<file path="src/rtl/elevator_pkg.sv">
// Shared types and helpers for the hall-call dispatcher: FSM encoding,
// floor-field width derivation and unsigned floor distance.
package elevator_pkg;

  typedef enum logic [1:0] {
    ST_IDLE   = 2'd0,
    ST_SELECT = 2'd1,
    ST_OFFER  = 2'd2
  } state_t;

  function automatic int unsigned floor_width(input int unsigned n);
    return (n > 1) ? $clog2(n) : 1;
  endfunction

  localparam int unsigned ELEV_NUM_FLOORS = 16;
  localparam int unsigned ELEV_FW         = floor_width(ELEV_NUM_FLOORS);

  // Distance without wrap: floors are linear, never modular.
  function automatic int unsigned abs_diff(input int unsigned a, input int unsigned b);
    return (a > b) ? (a - b) : (b - a);
  endfunction

endpackage

</file>
<file path="src/rtl/min_heap.sv">
// Combinational argmin over a set of valid entries; on equal values the
// lowest index wins.
module min_heap #(
  parameter int unsigned DATA_WIDTH = 8,
  parameter int unsigned HEAP_DEPTH = 4,
  localparam int unsigned IDX_W = (HEAP_DEPTH > 1) ? $clog2(HEAP_DEPTH) : 1
) (
  input  logic [HEAP_DEPTH-1:0]            valid,
  input  logic [DATA_WIDTH*HEAP_DEPTH-1:0] data_in,
  output logic [IDX_W-1:0]                 min_index_out,
  output logic                             min_valid_out
);

  logic [DATA_WIDTH-1:0] w_best;
  logic [IDX_W-1:0]      w_idx;
  logic                  w_found;

  // Ascending scan with strict less-than keeps the lower index on ties.
  always_comb begin
    w_best  = '1;
    w_idx   = '0;
    w_found = 1'b0;
    for (int unsigned i = 0; i < HEAP_DEPTH; i++) begin
      if (valid[i] && (!w_found || (data_in[DATA_WIDTH*i +: DATA_WIDTH] < w_best))) begin
        w_best  = data_in[DATA_WIDTH*i +: DATA_WIDTH];
        w_idx   = IDX_W'(i);
        w_found = 1'b1;
      end
    end
  end

  assign min_index_out = w_idx;
  assign min_valid_out = w_found;

endmodule

</file>
<file path="src/rtl/elevator_dispatcher.sv">
// Hall-call dispatcher: buffers floor requests in a duplicate-filtering FIFO
// and offers the head to the nearest ready car over a valid/ready port.
module elevator_dispatcher
  import elevator_pkg::*;
#(
  parameter int unsigned NUM_FLOORS  = 16,
  parameter int unsigned NUM_CARS    = 4,
  parameter int unsigned MAX_PENDING = 4,
  localparam int unsigned FW   = floor_width(NUM_FLOORS),
  localparam int unsigned CW   = $clog2(NUM_CARS),
  localparam int unsigned PW   = $clog2(MAX_PENDING),
  localparam int unsigned CNTW = PW + 1
) (
  input  logic                   clk,
  input  logic                   reset,
  input  logic                   req_valid,
  input  logic [FW-1:0]          req_floor,
  output logic                   req_ready,
  output logic                   req_dropped,
  input  logic [FW*NUM_CARS-1:0] car_floor,
  input  logic [NUM_CARS-1:0]    car_ready,
  output logic [NUM_CARS-1:0]    car_valid,
  output logic [FW-1:0]          car_target,
  output logic [CNTW-1:0]        pending_count
);

  logic [FW-1:0]          r_fifo_floor [MAX_PENDING];
  logic [MAX_PENDING-1:0] r_fifo_vld;
  logic [PW-1:0]          r_head;
  logic [PW-1:0]          r_tail;
  logic [CNTW-1:0]        r_count;
  state_t                 r_state;
  logic [NUM_CARS-1:0]    r_car_valid;
  logic [FW-1:0]          r_car_target;
  logic                   r_dropped;

  state_t                 w_state_nxt;
  logic [CNTW-1:0]        w_count_nxt;
  logic                   w_push_hs;
  logic                   w_dup;
  logic                   w_oob;
  logic                   w_store;
  logic                   w_pop;
  logic                   w_offer_load;
  logic [FW-1:0]          w_head_floor;
  logic [FW*NUM_CARS-1:0] w_dist;
  logic [CW-1:0]          w_min_idx;
  logic                   w_min_valid;

  assign req_ready     = (r_count != CNTW'(MAX_PENDING));
  assign w_push_hs     = req_valid & req_ready;
  assign w_head_floor  = r_fifo_floor[r_head];
  assign w_oob         = (32'(req_floor) >= NUM_FLOORS);
  assign w_store       = w_push_hs & ~w_dup & ~w_oob;
  assign w_pop         = (r_state == ST_OFFER) && (|(r_car_valid & car_ready));
  assign w_count_nxt   = r_count + CNTW'(w_store) - CNTW'(w_pop);

  // The head stays valid until its pop edge, so a same-cycle repeat still drops.
  always_comb begin
    w_dup = 1'b0;
    for (int unsigned i = 0; i < MAX_PENDING; i++) begin
      if (r_fifo_vld[i] && (r_fifo_floor[i] == req_floor)) begin
        w_dup = 1'b1;
      end
    end
  end

  always_comb begin
    w_dist = '0;
    for (int unsigned i = 0; i < NUM_CARS; i++) begin
      w_dist[FW*i +: FW] = FW'(abs_diff(32'(car_floor[FW*i +: FW]), 32'(w_head_floor)));
    end
  end

  min_heap #(
    .DATA_WIDTH (FW),
    .HEAP_DEPTH (NUM_CARS)
  ) u_argmin (
    .valid         (car_ready),
    .data_in       (w_dist),
    .min_index_out (w_min_idx),
    .min_valid_out (w_min_valid)
  );

  always_ff @(posedge clk) begin
    if (w_store) begin
      r_fifo_floor[r_tail] <= req_floor;
    end
  end

  always_ff @(posedge clk) begin
    if (reset) begin
      r_fifo_vld <= '0;
      r_head     <= '0;
      r_tail     <= '0;
      r_count    <= '0;
    end else begin
      if (w_store) begin
        r_fifo_vld[r_tail] <= 1'b1;
        r_tail             <= r_tail + PW'(1);
      end
      if (w_pop) begin
        r_fifo_vld[r_head] <= 1'b0;
        r_head             <= r_head + PW'(1);
      end
      r_count <= w_count_nxt;
    end
  end

  always_comb begin
    w_state_nxt  = r_state;
    w_offer_load = 1'b0;
    case (r_state)
      ST_IDLE: begin
        if (r_count != '0) begin
          w_state_nxt = ST_SELECT;
        end
      end
      ST_SELECT: begin
        if (w_min_valid) begin
          w_offer_load = 1'b1;
          w_state_nxt  = ST_OFFER;
        end
      end
      ST_OFFER: begin
        if (w_pop) begin
          w_state_nxt = (w_count_nxt != '0) ? ST_SELECT : ST_IDLE;
        end
      end
      default: w_state_nxt = ST_IDLE;
    endcase
  end

  always_ff @(posedge clk) begin
    if (reset) begin
      r_state <= ST_IDLE;
    end else begin
      r_state <= w_state_nxt;
    end
  end

  always_ff @(posedge clk) begin
    if (reset) begin
      r_car_valid  <= '0;
      r_car_target <= '0;
    end else if (w_offer_load) begin
      r_car_valid  <= NUM_CARS'(1) << w_min_idx;
      r_car_target <= w_head_floor;
    end else if (w_pop) begin
      r_car_valid  <= '0;
    end
  end

  always_ff @(posedge clk) begin
    if (reset) begin
      r_dropped <= 1'b0;
    end else begin
      r_dropped <= w_push_hs & (w_dup | w_oob);
    end
  end

  assign req_dropped   = r_dropped;
  assign car_valid     = r_car_valid;
  assign car_target    = r_car_target;
  assign pending_count = r_count;

endmodule
</file>
<file path="config.mk">
export PLATFORM = sky130hd
export DESIGN_NAME = elevator_dispatcher
export DESIGN_NICKNAME = d
export VERILOG_FILES = /design/src/rtl/elevator_pkg.sv /design/src/rtl/min_heap.sv /design/src/rtl/elevator_dispatcher.sv
export SDC_FILE = /design/constraint.sdc
export NUM_CORES = 1
export LEC_CHECK = 0
export CORE_UTILIZATION = 40
export DETAILED_ROUTE_END_ITERATION = 8
export PLACE_DENSITY = 0.64
export SKIP_LAST_GASP = 1
export SLEW_MARGIN = 15
export SYNTH_ARGS = -nofsm -noshare
export SYNTH_HDL_FRONTEND = slang
export SYNTH_HIERARCHICAL = 1
export SYNTH_SLANG_ARGS = --single-unit
</file>
<file path="constraint.sdc">
create_clock -name clk -period 10.5 [get_ports clk]
set_input_delay 3.15 -clock clk [delete_from_list [all_inputs] [get_ports clk]]
set_output_delay 3.15 -clock clk [all_outputs]
set_load 0.03 [all_outputs]
</file>
Word-level counts from Yosys, hierarchy flattened
Memories as Yosys holds them, arrays and structs flattened. A register that Yosys moved wholly into a read port is not among the register bits. Cells that the tools add are included.

Register bits after elaboration: 22. RAM bits: 16. Input bits: 27. Memories kept: 1.

Memories: r_fifo_floor (words 4, width 4, read ports 5, clocked after Yosys merged registers in 1, wr ports 1, RTL line elevator_dispatcher.sv:27) `logic [FW-1:0] r_fifo_floor [MAX_PENDING];`.

Add/subtract/negate cells: 12. Magnitude comparators: 11. Equal/unequal tests: 10. Shift operators: 1. Multiplexer cells: 38. Bitwise gates (word level): 8. Reduce and logical (&&, ||, !) cells: 22.

Operators with widths (count): $mux 4 (12); $sub 4x4->4 (8); $eq 4x4->1 (4); $gt 4x4->1 (4); $mux 1 (16); $mux 2 (7); $lt 4x4->1 (3); $logic_and 1x1->1 (10); $and 4x4->4 (2); $lt 2x3->1 const B (2); $pmux 2 s3 (1); $reduce_bool 3->1 (2); $add 2x1->2 const B (2); $demux 1 s2 (2); $ge 2x1->1 const B (2); $ne 2x2->1 const B (2); $not 4->4 (1); $or 4x4->4 (1); $reduce_or 4->1 (1); $shl 1x2->4 const A (1); $add 3x1->3 (1); $and 1x1->1 (3); $logic_not 1->1 (3); $logic_or 1x1->1 (3); 9 further kinds (9).

Logic depth before layout (Yosys ltp)
Depth in word-level cells: 18. Gate-level depth with buffers: 33. Depth with buffers taken out: 33.

Cells and area by module
The synthesis kept the hierarchy.

Modules (own cells, without submodules): elevator_dispatcher (times used 1, cells an instance 294, area each 2960.3 sq um, sequential area each 960.9 sq um); min_heap (times used 1, cells an instance 71, area each 539.3 sq um, sequential area each 0.0 sq um).

Worst setup path after synthesis
OpenSTA, ideal clock, no wires.

Path kind: input to register. Start: input port car_floor[0]. End: register r_car_valid[1], in the netlist car_valid[1]. Setup time: 128 ps. Arrival time: 8222 ps. Required time: 10372 ps. Path slack: 2150 ps. Stages on the path: 32. Cell sequence: inv_1 ha_1 fa_1 inv_1 a21o_1 a21oi_1 a41oi_1 mux2i_1 xor2_1 nor2b_1 ha_1 nand3b_1 a31oi_1 o21bai_4 nand2_1 o21ai_0 ha_1 o2111ai_1 a21oi_1 mux2_4 nor2_4 mux2_4 ha_1 nand2_1 and3_1 o311ai_0 nor2_1 o21ai_1 o2111ai_1 nor3b_1 a31oi_1 nor2_1.

Elaborated cells between the ends (all ways): 29.

RTL lines: start: declaration (RTL line elevator_dispatcher.sv:20) `input logic [FW*NUM_CARS-1:0] car_floor,`; $sub 4x4->4 / $gt 4x4->1 (equally long branches) (RTL line elevator_pkg.sv:20) `return (a > b) ? (a - b) : (b - a);`; $mux 4 (*) (RTL line elevator_pkg.sv:20); via w_dist[3] (RTL line elevator_dispatcher.sv:46) `logic [FW*NUM_CARS-1:0] w_dist;`; $mux 4 (*) (RTL line min_heap.sv:24) `if (valid[i] && (!w_found || (data_in[DATA_WIDTH*i +: DATA_WIDTH] < w_best))) begin`; $lt 4x4->1 (RTL line min_heap.sv:24); $logic_or 1x1->1 (RTL line min_heap.sv:24); $logic_and 1x1->1 (RTL line min_heap.sv:24); $mux 4 / $mux 1 (equally long branches) (RTL line min_heap.sv:24); (+3 left out); $mux 4 / $mux 1 (equally long branches) (RTL line min_heap.sv:24); $lt 4x4->1 / $logic_not 1->1 (equally long branches) (RTL line min_heap.sv:24); $logic_or 1x1->1 (RTL line min_heap.sv:24); $logic_and 1x1->1 (RTL line min_heap.sv:24); $mux 2 (*) (RTL line min_heap.sv:24); via w_min_idx[0] (RTL line elevator_dispatcher.sv:47) `logic [CW-1:0] w_min_idx;`; $shl 1x2->4 (*) (RTL line elevator_dispatcher.sv:147) `r_car_valid <= NUM_CARS'(1) << w_min_idx;`; $mux 4 (*) (RTL line elevator_dispatcher.sv:146) `end else if (w_offer_load) begin`; end signal: assignment (RTL line elevator_dispatcher.sv:147); end: declaration (RTL line elevator_dispatcher.sv:33) `logic [NUM_CARS-1:0] r_car_valid;`.

Mark *: on every way through the listed nets, which the timed path passes. The rest lies on a longest branch. A chain may end at the register's enable or synchronous reset.

Worst setup path after layout
Start: input port car_floor[0]. End: register r_car_valid[2], in the netlist car_valid[2].

Same word-level chain as after synthesis.

==> flow_metrics.tcl <==
set metrics [dict create \
    status "finished, final reports clean" \
    routed-via-count 2678 \
    clock_latency_ps 290 \
    dpl_cell_area_mm2 0.003989 \
    fin_area_mm2 0.004100 \
    seq_area_frac_synth_pct 27.46 \
    num_antenna_cells 0 \
    syn_area_mm2 0.003500 \
    whs_path_depth 2 \
    dp_hpwl_um 5993 \
    netSwitchingPower_w 0.0003866 \
    crit_type "input port to flop" \
    rsz0062_at_grt "no" \
    gr-usage-all-layers_pct 17.83 \
    p_int_w 0.0005106 \
    grt_pass1_vias 2745 \
    layout.nets 486 \
    hold_buffers 0 \
    postLayoutCoreUtil_pct 49.16 \
    yosys_warnings 6 \
    drv_cap 0 \
    cts_buffers 5 \
    switching_share_pct 43.09 \
    cts_resized 0 \
    cts_buffer_depth 2 \
    fin_setup_tns_ps 0 \
    synthDistinctLibCells 58 \
    die_w_um 95.54 \
    grt_pass1_wl_um 12700 \
    clockRootBuffer "clkbuf_8" \
    clock.fmax_ghz 0.1078 \
    portBuffers 39 \
    start_util_pct 41.96 \
    power_density_mw_per_mm2 218.8 \
    cp.arrival_ps 9420 \
    syn2layout_area_growth_pct 17.16 \
    crit_slowest_cell "clkdlybuf4s50_1" \
    clkPwrFrac_pct 13.9 \
    critPathMostFrequentCell "ha_1" \
    num_rows 33 \
    post_cts_buffers 0 \
    async_flop_share_pct 0 \
    setup-violations-final 0 \
    synth_seq_cells 40 \
    yosysTopAreaCell "ha_1" \
    synth_area_leaders "ha_1 (16%), dfxtp_1 (14%), edfxtp_1 (14%)" \
    ff2ff_path_depth 32 \
    grt_antenna_before_repair 0 \
    grt_max_degree 26 \
    synth.net_count 446 \
    slowest_delay_ps 510 \
    syn_inst 365 \
    routedWlPerCell_um 14.54 \
    min_from "r_fifo_vld[2]$_SDFF_PP0_" \
    p_leak_nw 1.782 \
    cts_tree "done" \
    finalPower_w 0.0008972 \
    fin_skew_ps 3.484 \
    report.final.slew_viol_count 0 \
    pwr-share-comb_pct 62.6 \
    dieArea_mm2 0.009127 \
    synthFlopType "dfxtp_1" \
    vias_per_cell 5.241 \
    seqPwrFrac_pct 23.5 \
    drc 0 \
    hold_class "flop to flop" \
    postRouteAntennaNets 0 \
    syn_avg_cell_area_um2 9.588 \
    vdd_drop_max_v 0.0001117 \
    cts.sinks 40 \
    synth_edf_count 16 \
    clk_pin_slew_worst_paths_ps 80 \
    cp-end-kind "flop" \
    die_y_um 95.54 \
    h-tree-depth 2 \
    fin_crit_ps 9275 \
    coreArea_mm2 0.008341 \
    startpoint "car_floor[0]" \
    maxSlewHeadroom_pct 40.17 \
    startpoint_type "input port" \
    io_pins 40 \
    wirelength_um 7431 \
    dr.pass1.iters 4 \
    cp_data_required_time_ps 10650 \
    period_share_pct 88.33 \
    layout-drive-gt1-share_pct 8.374 \
    gp_congestion 0.8954 \
    cp_max_fo 7 \
    tightest_slew_ps 894.7 \
    drt_iter0_drc 73 \
    synth_top_area_share_pct 16.09 \
    finalHoldViolations 0 \
    grt.overflow.total 0 \
]
-- metal layers --
layer | up-vias | global-route usage [%] | part of all wire [%]
met5 | - | 0 | 0
li1 | 1351 | - | -
met2 | 53 | 33.33 | 50
met1 | 1265 | 21.51 | 46
met3 | 9 | 2.073 | 3.4
met4 | 0 | 4.353 | 1.2
-- critical path, delay by kind of cell --
| kind | cells | cell delay [ps] |
|---|---|---|
| simple gates | 10 | 1230 |
| buf+inv | 3 | 640 |
| xor+xnor | 1 | 220 |
| compound gates | 11 | 1760 |
| mux | 3 | 880 |
| fa+ha+maj | 5 | 1510 |
-- cell usage after synthesis, types with 2 or more instances --
cell type  instances
a21o_1            14
a21oi_1           22
a221oi_2           5
a31oi_1            5
a41oi_1            4
buf_2              2
clkbuf_1           2
dfxtp_1           24
edfxtp_1          16
fa_1               9
ha_1              45
inv_1             58
inv_2              2
mux2_4             4
mux2i_1           14
mux4_2             4
nand2_1           10
nand2b_1           2
nand3_1            3
nand3b_1           5
nor2_1            35
nor2b_1            7
nor3_1             4
nor3b_1            3
o2111ai_1          2
o21ai_0            4
o21ai_1            3
o21bai_1           5
o22ai_1            2
o2bb2ai_1          2
xnor2_1            9
xor2_1            13
-- power groups by stage --
stage,Clock [W],Combinational (W),Sequential [W]
2_1_floorplan,0,0.000414,0.000232
3_3_place_gp,0,0.000556,0.000213
4_1_cts,0.000127,0.000563,0.000211
3_5_place_dp,0,0.000560,0.000214
5_1_grt,0.000132,0.000637,0.000215
6_report,0.000125,0.000562,0.000210
-- path summary, 6_finish.rpt --
path	endpoint	slack (ps)
max	car_valid[2]$_SDFFE_PP0P_	1230
min	r_fifo_vld[2]$_SDFF_PP0_	490
max reg2reg	car_valid[2]$_SDFFE_PP0P_	3530
min reg2reg	r_fifo_vld[2]$_SDFF_PP0_	490
-- flip-flops by register name, indices dropped and copies added (netlist names), named ones only --
signal / cells
car_target: 4
car_valid: 4
pending_count: 3
r_fifo_floor: 16
r_fifo_vld: 4
r_head: 2
r_state: 2
r_tail: 2
req_dropped: 1
-- per-stage QoR --
stage / setup slack (ps) / hold WS (ps) / std cells
final: 1225 / 494.3 / 511
after CTS: 1294 / 495.7 / 511
after global routing: 658.3 / 526.9 / 511
after global placement: 1137 / 479.2 / 503
after detailed placement: 999.0 / 486.7 / 503
after floorplan: 2150 / 456.8 / 365
-- cell type report --
| class | count | area [um2] |
|---|---|---|
| Fill cell | 780 | 4240 |
| Inverter | 60 | 225.2 |
| Clock inverter | 3 | 42.54 |
| Sequential cell | 40 | 960.9 |
| Multi-Input combinational cell | 259 | 2281 |
| Tap cell | 105 | 131.4 |
| Clock buffer | 5 | 68.82 |
| Timing Repair Buffer | 39 | 390.4 |
-- kinds of logic after synthesis --
logic type / Yosys count / share of synthesized area [%]
mux: 23 / 8.616
xor+xnor: 22 / 5.506
simple gates: 77 / 11.30
compound gates: 82 / 18.20
fa+ha+maj: 55 / 21.56
buf+inv: 66 / 7.365
flops: 40 / 27.46
-- cells in the final DEF, fill, tap and decap left out, types with 5 or more instances in the layout --
master / instances
a21o_1: 14
a21oi_1: 22
a221oi_2: 5
a31oi_1: 5
clkbuf_8: 5
clkdlybuf4s50_1: 39
dfxtp_1: 24
edfxtp_1: 16
fa_1: 9
ha_1: 45
inv_1: 58
mux2i_1: 14
nand2_1: 10
nand3b_1: 5
nor2_1: 35
nor2b_1: 7
o21bai_1: 5
xnor2_1: 9
xor2_1: 13
(Power assumes the default switching activity.)
